===== src/rtl/pin_trigger_pkg.sv =====
// Shared encodings for the pin trigger unit: FSM states, channel edge modes
// and the channel combine selector.
package pin_trigger_pkg;

    typedef enum logic [2:0] {
        ST_IDLE  = 3'd0,
        ST_PRE   = 3'd1,
        ST_ARMED = 3'd2,
        ST_POST  = 3'd3,
        ST_DONE  = 3'd4
    } trig_state_e;

    localparam logic [1:0] MODE_OFF  = 2'b00;
    localparam logic [1:0] MODE_RISE = 2'b01;
    localparam logic [1:0] MODE_FALL = 2'b10;
    localparam logic [1:0] MODE_ANY  = 2'b11;

    localparam logic COMBINE_OR  = 1'b0;
    localparam logic COMBINE_AND = 1'b1;

endpackage


===== src/rtl/pin_edge_matcher.sv =====
// Per-channel edge detector: keeps the previous sample and a valid flag, and
// reduces the enabled channel matches by OR or AND.
module pin_edge_matcher
    import pin_trigger_pkg::*;
#(
    parameter int WIDTH = 8
) (
    input  logic               i_clk,
    input  logic               i_rst_n,
    input  logic               i_sample_en,
    input  logic [WIDTH-1:0]   i_data,
    input  logic [2*WIDTH-1:0] i_mode,
    input  logic               i_combine,
    output logic               o_match,
    output logic               o_changed
);

    logic [WIDTH-1:0] r_prev;
    logic             r_valid;
    logic [WIDTH-1:0] w_hit;
    logic [WIDTH-1:0] w_en;
    logic [1:0]       w_mode_k;

    // Edge reference follows every sample, independent of the capture FSM.
    always_ff @(posedge i_clk) begin
        if (!i_rst_n) begin
            r_prev  <= {WIDTH{1'b0}};
            r_valid <= 1'b0;
        end else if (i_sample_en) begin
            r_prev  <= i_data;
            r_valid <= 1'b1;
        end else begin
            r_prev  <= r_prev;
            r_valid <= r_valid;
        end
    end

    // Per-channel edge qualification against the stored reference.
    always_comb begin
        w_hit    = {WIDTH{1'b0}};
        w_en     = {WIDTH{1'b0}};
        w_mode_k = MODE_OFF;
        for (int k = 0; k < WIDTH; k++) begin
            w_mode_k = i_mode[2*k +: 2];
            w_en[k]  = (w_mode_k != MODE_OFF);
            case (w_mode_k)
                MODE_RISE: w_hit[k] = ~r_prev[k] & i_data[k];
                MODE_FALL: w_hit[k] = r_prev[k] & ~i_data[k];
                MODE_ANY:  w_hit[k] = r_prev[k] ^ i_data[k];
                default:   w_hit[k] = 1'b0;
            endcase
        end
    end

    // An empty enable set must not satisfy the AND reduction.
    always_comb begin
        if (!r_valid) begin
            o_match = 1'b0;
        end else if (i_combine == COMBINE_AND) begin
            o_match = (|w_en) && ((w_hit & w_en) == w_en);
        end else begin
            o_match = |(w_hit & w_en);
        end
    end

    assign o_changed = r_valid && (r_prev != i_data);

endmodule


===== src/rtl/pin_trigger_unit.sv =====
// Sequenced trigger/capture controller: pre-trigger window, armed match search
// and post-trigger window. Optional match occurrence count: PIN_TRIGGER_OCCURRENCE_EN.
module pin_trigger_unit
    import pin_trigger_pkg::*;
#(
    parameter int WIDTH = 8,
    parameter int CNT_W = 16
) (
    input  logic               i_clk,
    input  logic               i_rst_n,
    input  logic               i_sample_en,
    input  logic [WIDTH-1:0]   i_data,
    input  logic [2*WIDTH-1:0] i_mode,
    input  logic               i_combine,
    input  logic [CNT_W-1:0]   i_pre,
    input  logic [CNT_W-1:0]   i_post,
`ifdef PIN_TRIGGER_OCCURRENCE_EN
    input  logic [CNT_W-1:0]   i_occur,
`endif
    input  logic               i_arm,
    input  logic               i_abort,
    output logic [2:0]         o_state,
    output logic               o_changed,
    output logic               o_trig,
    output logic               o_capture,
    output logic [WIDTH-1:0]   o_data,
    output logic               o_done
);

    trig_state_e      r_state;
    trig_state_e      w_next_state;
    logic [CNT_W-1:0] r_cnt;
    logic [CNT_W-1:0] w_cnt_next;
    logic [CNT_W-1:0] w_cnt_inc;
    logic             w_match;
    logic             w_changed;
    logic             w_capture;
    logic             w_trig;
    logic             w_occ_hit;
`ifdef PIN_TRIGGER_OCCURRENCE_EN
    logic [CNT_W-1:0] r_occ;
    logic [CNT_W-1:0] w_occ_next;
`endif

    logic             r_trig;
    logic             r_capture;
    logic [WIDTH-1:0] r_data;
    logic             r_changed;
    logic             r_done;

    pin_edge_matcher #(
        .WIDTH(WIDTH)
    ) u_edge (
        .i_clk       (i_clk),
        .i_rst_n     (i_rst_n),
        .i_sample_en (i_sample_en),
        .i_data      (i_data),
        .i_mode      (i_mode),
        .i_combine   (i_combine),
        .o_match     (w_match),
        .o_changed   (w_changed)
    );

    assign w_cnt_inc = r_cnt + {{(CNT_W-1){1'b0}}, 1'b1};

    // Next-state, window counting and per-sample capture/trigger decisions.
    always_comb begin
        w_next_state = r_state;
        w_cnt_next   = r_cnt;
        w_capture    = 1'b0;
        w_trig       = 1'b0;
`ifdef PIN_TRIGGER_OCCURRENCE_EN
        w_occ_next   = (r_state == ST_ARMED) ? r_occ : {CNT_W{1'b0}};
        w_occ_hit    = (r_occ == i_occur);
`else
        w_occ_hit    = 1'b1;
`endif
        if (i_abort) begin
            w_next_state = ST_IDLE;
        end else begin
            case (r_state)
                ST_IDLE, ST_DONE: begin
                    if (i_arm) begin
                        w_cnt_next   = {CNT_W{1'b0}};
                        w_next_state = (i_pre == {CNT_W{1'b0}}) ? ST_ARMED : ST_PRE;
                    end else begin
                        w_next_state = r_state;
                    end
                end
                ST_PRE: begin
                    if (i_sample_en) begin
                        w_capture  = 1'b1;
                        w_cnt_next = w_cnt_inc;
                        if (w_cnt_inc == i_pre) begin
                            w_next_state = ST_ARMED;
                        end else begin
                            w_next_state = ST_PRE;
                        end
                    end else begin
                        w_next_state = ST_PRE;
                    end
                end
                ST_ARMED: begin
                    if (i_sample_en) begin
                        w_capture = 1'b1;
                        if (w_match && w_occ_hit) begin
                            w_trig       = 1'b1;
                            w_cnt_next   = {CNT_W{1'b0}};
                            w_next_state = (i_post == {CNT_W{1'b0}}) ? ST_DONE : ST_POST;
                        end else if (w_match) begin
`ifdef PIN_TRIGGER_OCCURRENCE_EN
                            w_occ_next = r_occ + {{(CNT_W-1){1'b0}}, 1'b1};
`endif
                        end else begin
                            w_next_state = ST_ARMED;
                        end
                    end else begin
                        w_next_state = ST_ARMED;
                    end
                end
                ST_POST: begin
                    if (i_sample_en) begin
                        w_capture  = 1'b1;
                        w_cnt_next = w_cnt_inc;
                        if (w_cnt_inc == i_post) begin
                            w_next_state = ST_DONE;
                        end else begin
                            w_next_state = ST_POST;
                        end
                    end else begin
                        w_next_state = ST_POST;
                    end
                end
                default: begin
                    w_next_state = ST_IDLE;
                end
            endcase
        end
    end

    // State and window counter registers.
    always_ff @(posedge i_clk) begin
        if (!i_rst_n) begin
            r_state <= ST_IDLE;
            r_cnt   <= {CNT_W{1'b0}};
`ifdef PIN_TRIGGER_OCCURRENCE_EN
            r_occ   <= {CNT_W{1'b0}};
`endif
        end else begin
            r_state <= w_next_state;
            r_cnt   <= w_cnt_next;
`ifdef PIN_TRIGGER_OCCURRENCE_EN
            r_occ   <= w_occ_next;
`endif
        end
    end

    // Output registers; o_data holds the last captured sample between captures.
    always_ff @(posedge i_clk) begin
        if (!i_rst_n) begin
            r_trig    <= 1'b0;
            r_capture <= 1'b0;
            r_data    <= {WIDTH{1'b0}};
            r_changed <= 1'b0;
            r_done    <= 1'b0;
        end else begin
            r_trig    <= w_trig;
            r_capture <= w_capture;
            r_data    <= w_capture ? i_data : r_data;
            r_changed <= i_sample_en && w_changed;
            r_done    <= (w_next_state == ST_DONE);
        end
    end

    assign o_state   = r_state;
    assign o_trig    = r_trig;
    assign o_capture = r_capture;
    assign o_data    = r_data;
    assign o_changed = r_changed;
    assign o_done    = r_done;

endmodule


===== config.mk =====
export PLATFORM = sky130hd
export DESIGN_NAME = pin_trigger_unit
export DESIGN_NICKNAME = d
export VERILOG_FILES = /design/src/rtl/pin_trigger_pkg.sv /design/src/rtl/pin_edge_matcher.sv /design/src/rtl/pin_trigger_unit.sv
export SDC_FILE = /design/constraint.sdc
export NUM_CORES = 1
export LEC_CHECK = 0
export ABC_CLOCK_PERIOD_IN_PS = 2600
export CORE_MARGIN = 8
export CORE_UTILIZATION = 47
export DETAILED_ROUTE_END_ITERATION = 16
export GPL_ROUTABILITY_DRIVEN = 1
export PLACE_DENSITY = 0.78
export SYNTH_ARGS = -nofsm -noshare
export SYNTH_HDL_FRONTEND = slang
export SYNTH_SLANG_ARGS = --single-unit
export TNS_END_PERCENT = 20

===== constraint.sdc =====
create_clock -name i_clk -period 2.6 [get_ports i_clk]
set_input_delay 0.52 -clock i_clk [delete_from_list [all_inputs] [get_ports i_clk]]
set_output_delay 0.52 -clock i_clk [all_outputs]
set_load 0.02 [all_outputs]

# Yosys cells after proc, flatten, opt, wreduce, memory -nomap -nowiden
# Cells that the tools add are included.
[word_totals]
regBits = 40
out_inout_bits = 15
elab_cells = 144
inputBits = 62
[classes]
bitwise = 45
n_eq_ne = 37
n_addsub = 1
mux = 30
reduce_logical = 22
[op_table]
columns = ["cell", "count"]
rows = [
  ["$mux W16", 4],
  ["$pmux W16 S3", 1],
  ["$eq A16 B16 Y1", 2],
  ["$eq A2 B2 Y1 const B", 16],
  ["$logic_not A16 Y1", 2],
  ["$mux W3", 8],
  ["$pmux W1 S3", 8],
  ["$not A1 Y1", 20],
  ["$add A16 B1 Y16 const B", 1],
  ["$and A1 B1 Y1", 16],
  ["$eq A2 B1 Y1 const B", 8],
  ["$reduce_bool A2 Y1", 8],
  ["$reduce_or A8 Y1", 2],
  ["$pmux W3 S4", 1],
  ["$and A8 B8 Y8", 1],
  ["$eq A8 B8 Y1", 1],
  ["$ne A8 B8 Y1", 1],
  ["$xor A1 B1 Y1", 8],
  ["$eq A3 B2 Y1 const B", 2],
  ["$eq A3 B3 Y1 const B", 2],
  ["$mux W1", 6],
  ["$reduce_and A6 Y1", 1],
  ["$mux W2", 2],
  ["$ne A2 B1 Y1 const B", 2],
  ["8 further kinds", 12],
]

# Longest topological paths before layout
[logic_depth]
word_depth = 13
ltp_mapped = 10
depth_no_buf = 9

# Hierarchy
# From an unflattened synthesis, not the netlist that was laid out.
[unflattened]
cells_unflattened = 432
area_unflattened_um2 = 3478.3
[by_module_without_submodules]
columns = ["module", "cells_each", "instances", "seq_area_each_um2", "area_per_inst_um2"]
rows = [
  ["pin_trigger_unit", 302, 1, 620.6, 2422.3],
  ["pin_edge_matcher", 130, 1, 180.2, 1056.0],
]

# Least setup slack after synthesis
# Ideal clock, no wire load.
[synth_timing]
kind = "input-to-reg"
from = "input port i_data[2]"
to = "register r_cnt[0]"
path_buffers = 1
setup_ns = 0.131
stages = 10
required_ns = 2.469
path_slack_ns = 0.102
arrival_time_ns = 2.367
cell_sequence = "inv_1 ha_1 nor2b_1 nor3b_1 or4_1 nor3_1 o21ai_1 a21boi_2 buf_4 o22ai_1"
[synth_between]
elab_chain_len = 10
elab_cells_between_ends = 13
cone_classes = "eq/ne: 2; mux: 3; bitwise: 5; reduce/logical: 3"
[synth_lines]
columns = ["item", "line_no", "source"]
rows = [
  ["from (decl)", "pin_trigger_unit.sv:12", "input logic [WIDTH-1:0] i_data,"],
  ["$not A1 Y1", "pin_edge_matcher.sv:48", "MODE_FALL: w_hit[k] = r_prev[k] & ~i_data[k];"],
  ["$and A1 B1 Y1", "pin_edge_matcher.sv:48", ""],
  ["$pmux W1 S3 *", "pin_edge_matcher.sv:46", "case (w_mode_k)"],
  ["$and A8 B8 Y8 *", "pin_edge_matcher.sv:60, pin_edge_matcher.sv:62", ""],
  ["$eq A8 B8 Y1", "pin_edge_matcher.sv:60", "o_match = (|w_en) && ((w_hit & w_en) == w_en);"],
  ["$logic_and A1 B1 Y1", "pin_edge_matcher.sv:60", ""],
  ["$mux W1 *", "pin_edge_matcher.sv:59", "end else if (i_combine == COMBINE_AND) begin"],
  ["$mux W1 *", "pin_edge_matcher.sv:57", "if (!r_valid) begin"],
  ["$ne A2 B1 Y1 (no source line) *", "-", ""],
  ["$reduce_and A6 Y1 (no source line) *", "-", ""],
  ["to (signal assigned)", "pin_trigger_unit.sv:145", "r_cnt <= {CNT_W{1'b0}};"],
  ["to (signal assigned)", "pin_trigger_unit.sv:151", "r_cnt <= w_cnt_next;"],
  ["to (decl)", "pin_trigger_unit.sv:32", "logic [CNT_W-1:0] r_cnt;"],
]
# Mark *: on every way between the ends. The rest lies on a longest branch, timed or not.
# A chain may end at the register's enable or synchronous reset.

# Worst setup path in the final report
[layout_timing]
from = "input port i_data[3]"
to = "register r_state[0] (netlist: o_state[0])"
[layout_between]
elab_chain_len = 12
elab_cells_between_ends = 15
cone_classes = "eq/ne: 1; mux: 7; bitwise: 5; reduce/logical: 2"
[layout_lines]
columns = ["item", "line_no", "source"]
rows = [
  ["$not A1 Y1", "pin_edge_matcher.sv:48", ""],
  ["$and A1 B1 Y1", "pin_edge_matcher.sv:48", ""],
  ["$pmux W1 S3 *", "pin_edge_matcher.sv:46", ""],
  ["$and A8 B8 Y8 *", "pin_edge_matcher.sv:60, pin_edge_matcher.sv:62", ""],
  ["$eq A8 B8 Y1", "pin_edge_matcher.sv:60", ""],
  ["$logic_and A1 B1 Y1", "pin_edge_matcher.sv:60", ""],
  ["$mux W1 *", "pin_edge_matcher.sv:59", ""],
  ["$mux W1 *", "pin_edge_matcher.sv:57", ""],
  ["$mux W3 *", "pin_trigger_unit.sv:106", "if (w_match && w_occ_hit) begin"],
  ["$mux W3 *", "pin_trigger_unit.sv:104", "if (i_sample_en) begin"],
  ["$pmux W3 S4 *", "pin_trigger_unit.sv:81", "case (r_state)"],
  ["$mux W3 *", "pin_trigger_unit.sv:78", "if (i_abort) begin"],
  ["to (signal assigned)", "pin_trigger_unit.sv:150", "r_state <= w_next_state;"],
  ["to (decl)", "pin_trigger_unit.sv:30", "trig_state_e r_state;"],
]
# Marked as above.

==> impl_metrics.csv <==
group,metric,value,unit
placed_design,gp_congestion,0.972,
global_route,track_usage,0.252,
synth,synth_fp_nets,534,
final_layout,drive_above_1_share,0.252,
placed_design,place_ws,-0.578,ns
sta,period_share,0.971,
job,max_cap_violations,0,
sta,fin_crit,2.52,ns
synth,synth_top_flop_cell,"dfxtp_1",
floorplan,pin_count,77,
synth,yosysMostFrequentCell,"dfxtp_1",
floorplan,die_h,104,µm
floorplan,start_util,0.476,
clock_tree,clk_pin_slew,0.10,ns
clock_tree,cts-buffers-inserted,5,
synth,synth.area.top_cells,"dfxtp_1 (22%), ha_1 (5.9%), mux2i_1 (5.0%)",
final_layout,num_antenna_cells,0,
clock_tree,clkLatencyLatePin,0.30,ns
floorplan,dieWidth,104,µm
power_and_ir_drop,intPower,1170,µW
synth,postSynthCellCount,455,
synth,synth_area_leader_cell,"dfxtp_1",
synth,ys_ff_latch,40,
global_route,grt_max_degree,22,
clock_tree,cts_hold_buffers,0,
power_and_ir_drop,sw_frac_of_total,0.294,
sta,final-hold-violation-count,0,
global_route,grt_pass1_vias,4298,
drt,first_pass_iters,5,
global_route,grt.overflow.total,0,
drt,drtAntennaViolNets,0,
sta,max_freq,396,MHz
sta,slew_headroom,0.691,
synth,synth_top_area_frac,0.221,
final_layout,fin_cells,717,
drt,vias,4234,
clock_tree,tritoncts,"built",
clock_tree,clk_path_buf_depth,2,
synth,ys_seq_area_frac,0.221,
synth,avgSynthCellArea,7.96,µm²
final_layout,area_growth,50.6,%
setup_path,critPathLaunchType,"input port",
clock_tree,htreeDepth,2,
min_path,hp-class,"reg2reg",
global_route,antenna_found_initial,0,
setup_path,crit_chain,"clkdlybuf4s15_1, inv_2, ha_4, nor2b_4, nor3b_1, or4_4, buf_4, nor4_4, nor2_2, o31a_1, o22ai_1",
final_layout,nNetsFinal,693,
final_layout,n_fill_cell,591,
power_and_ir_drop,clock_power_share,0.333,
drt,wl_per_cell,19.8,µm
synth,netlist_top_cells_count,"dfxtp_1 (40), nor2_1 (29), a21oi_1 (25), inv_1 (25)",
sta,drv_slew,0,
setup_path,cp.required,2.84,ns
synth,synth-edff-count,0,
floorplan,dieArea,10800,µm²
power_and_ir_drop,p_comb_frac,0.281,
sta,skew,0.0127,ns
setup_path,cp-end-kind,"register",
placed_design,dp.cells,707,
clock_tree,clock_sinks,40,
synth,ys_types,66,
setup_path,crit_type,"in2reg",
sta,setup_ws,0.0764,ns
floorplan,num_rows,32,
setup_path,slowest_delay,0.55,ns
drt,viasPerCell,5.91,
sta,tightest_slew,0.461,ns
power_and_ir_drop,ir_worst_vdd,0.273,mV
synth,async_reset_ff_frac,0,
synth,syn_area,3620,µm²
global_route,grt_pass1_wl,22.3,mm
sta,setup_viol,0,
power_and_ir_drop,power-per-cell-area,303,nW/µm²
drt,drc_errors,0,
power_and_ir_drop,p_switching,486,µW
synth,synth_warnings,0,
power_and_ir_drop,leakagePower,0.00212,µW
setup_path,critPathSlowestCell,"or4_4",
drt,drt_iter0_markers,300,
placed_design,port_buffers,76,
placed_design,dp_hpwl,11.4,mm
clock_tree,root_buffer,"clkbuf_8",
power_and_ir_drop,p_seq_frac,0.386,
setup_path,worstPathMaxFanout,3,
floorplan,fp.coreArea,7610,µm²
run_status,status,"completed",
setup_path,worstPathArrival,2.76,ns
drt,wl,14.2,mm
==> stage by stage <==
stage	utilization	hold slack, ns	setup TNS, ns	area, µm²	total power (µW)
2_1_floorplan	-	0.453	0	3620	818
3_3_place_gp	0.673	0.473	-9.05	5120	1060
3_5_place_dp	0.673	0.477	-10.39	5120	1060
4_1_cts	0.699	0.495	-0.000517	5320	1620
5_1_grt	0.717	0.546	-0.0288	5450	1710
6_report	0.717	0.508	0	5450	1650
==> power by group through the flow <==
stage               registers (µW)  clock network [µW]  logic [µW]
CTS                            636                 550         434
floorplan                      651                   0         167
global placement               648                   0         410
finish                         637                 550         465
global route                   639                 579         496
detailed placement             649                   0         416
==> final cells by class <==
cell class,instances,area [µm²],area share
multi-input combinational,366,2780,0.510
timing repair buffer,176,1540,0.282
sequential,40,801,0.147
tap,102,128,0.0234
inverter,25,93.8,0.0172
clock buffer,5,68.8,0.0126
clock inverter,3,46.3,0.00849
==> worst paths after layout <==
| check | depth (start not counted) | slack [ns] | from | to |
|---|---|---|---|---|
| max | 11 | 0.08 | i_data[3] | o_state[0] |
| min | 2 | 0.51 | o_data[2] | o_data[2] |
| max reg2reg | 11 | 0.12 | r_cnt[0] | o_state[1] |
| min reg2reg | 2 | 0.51 | o_data[2] | o_data[2] |
==> layer usage <==
layer	part of all wire	vias to the layer above	wire (µm)	global-route usage
li1	-	2010	-	-
met1	0.44	2025	6250	0.316
met2	0.46	172	6590	0.412
met3	0.070	27	1000	0.0675
met4	0.026	0	365	0.0765
met5	0	-	0	0
==> cell families (layout without fill, tap and decap cells) <==
logic type	after synthesis	count (layout)	synth area share
flops	40	40	0.221
mux	18	18	0.0498
xor+xnor	34	34	0.0874
buf+inv	49	209	0.0632
simple gates	204	204	0.345
fa+ha+maj	17	17	0.0587
compound gates	93	93	0.175
==> flip-flops by register name, indices dropped and copies added, names as in the netlist <==
| register | count |
|---|---|
| u_edge.r_valid | 1 |
| o_state | 3 |
| o_done | 1 |
| o_data | 8 |
| o_capture | 1 |
| u_edge.r_prev | 8 |
| o_trig | 1 |
| o_changed | 1 |
| r_cnt | 16 |
==> cell usage in the layout (no fill, tap or decap), types with 4 or more instances in the layout <==
| cell type | count |
|---|---|
| nand4_1 | 15 |
| nor4_1 | 17 |
| clkdlybuf4s50_1 | 65 |
| nor4_2 | 4 |
| nand2_1 | 21 |
| dfxtp_1 | 40 |
| ha_4 | 6 |
| nand2b_1 | 7 |
| inv_2 | 4 |
| or3_1 | 5 |
| nor2_1 | 28 |
| nor3b_1 | 16 |
| o21ai_0 | 20 |
| xnor2_1 | 20 |
| inv_1 | 21 |
| ha_1 | 11 |
| and4_1 | 7 |
| a21oi_1 | 25 |
| a31oi_1 | 6 |
| buf_4 | 97 |
| dlymetal6s2s_1 | 6 |
| nor2b_1 | 14 |
| mux2i_1 | 18 |
| nand3b_1 | 11 |
| clkbuf_8 | 5 |
| nor3_1 | 15 |
| nor2b_4 | 4 |
| xor2_1 | 13 |
| nand3_1 | 13 |
==> worst max-delay path, delay by kind of cell <==
family,cells,cell delay (ns)
compound gates,2,0.43
buf+inv,3,0.43
simple gates,5,1.13
fa+ha+maj,1,0.25
==> what timing repair did <==
action | CTS | global route
setup buffers | 0 | 2
pin swaps | 8 | 14
resized for setup | 20 | 30
endpoints found under the setup margin | 21 | 21
hold endpoints to repair | 0 | 0
Note: power is estimated with default switching activity, not from simulation.
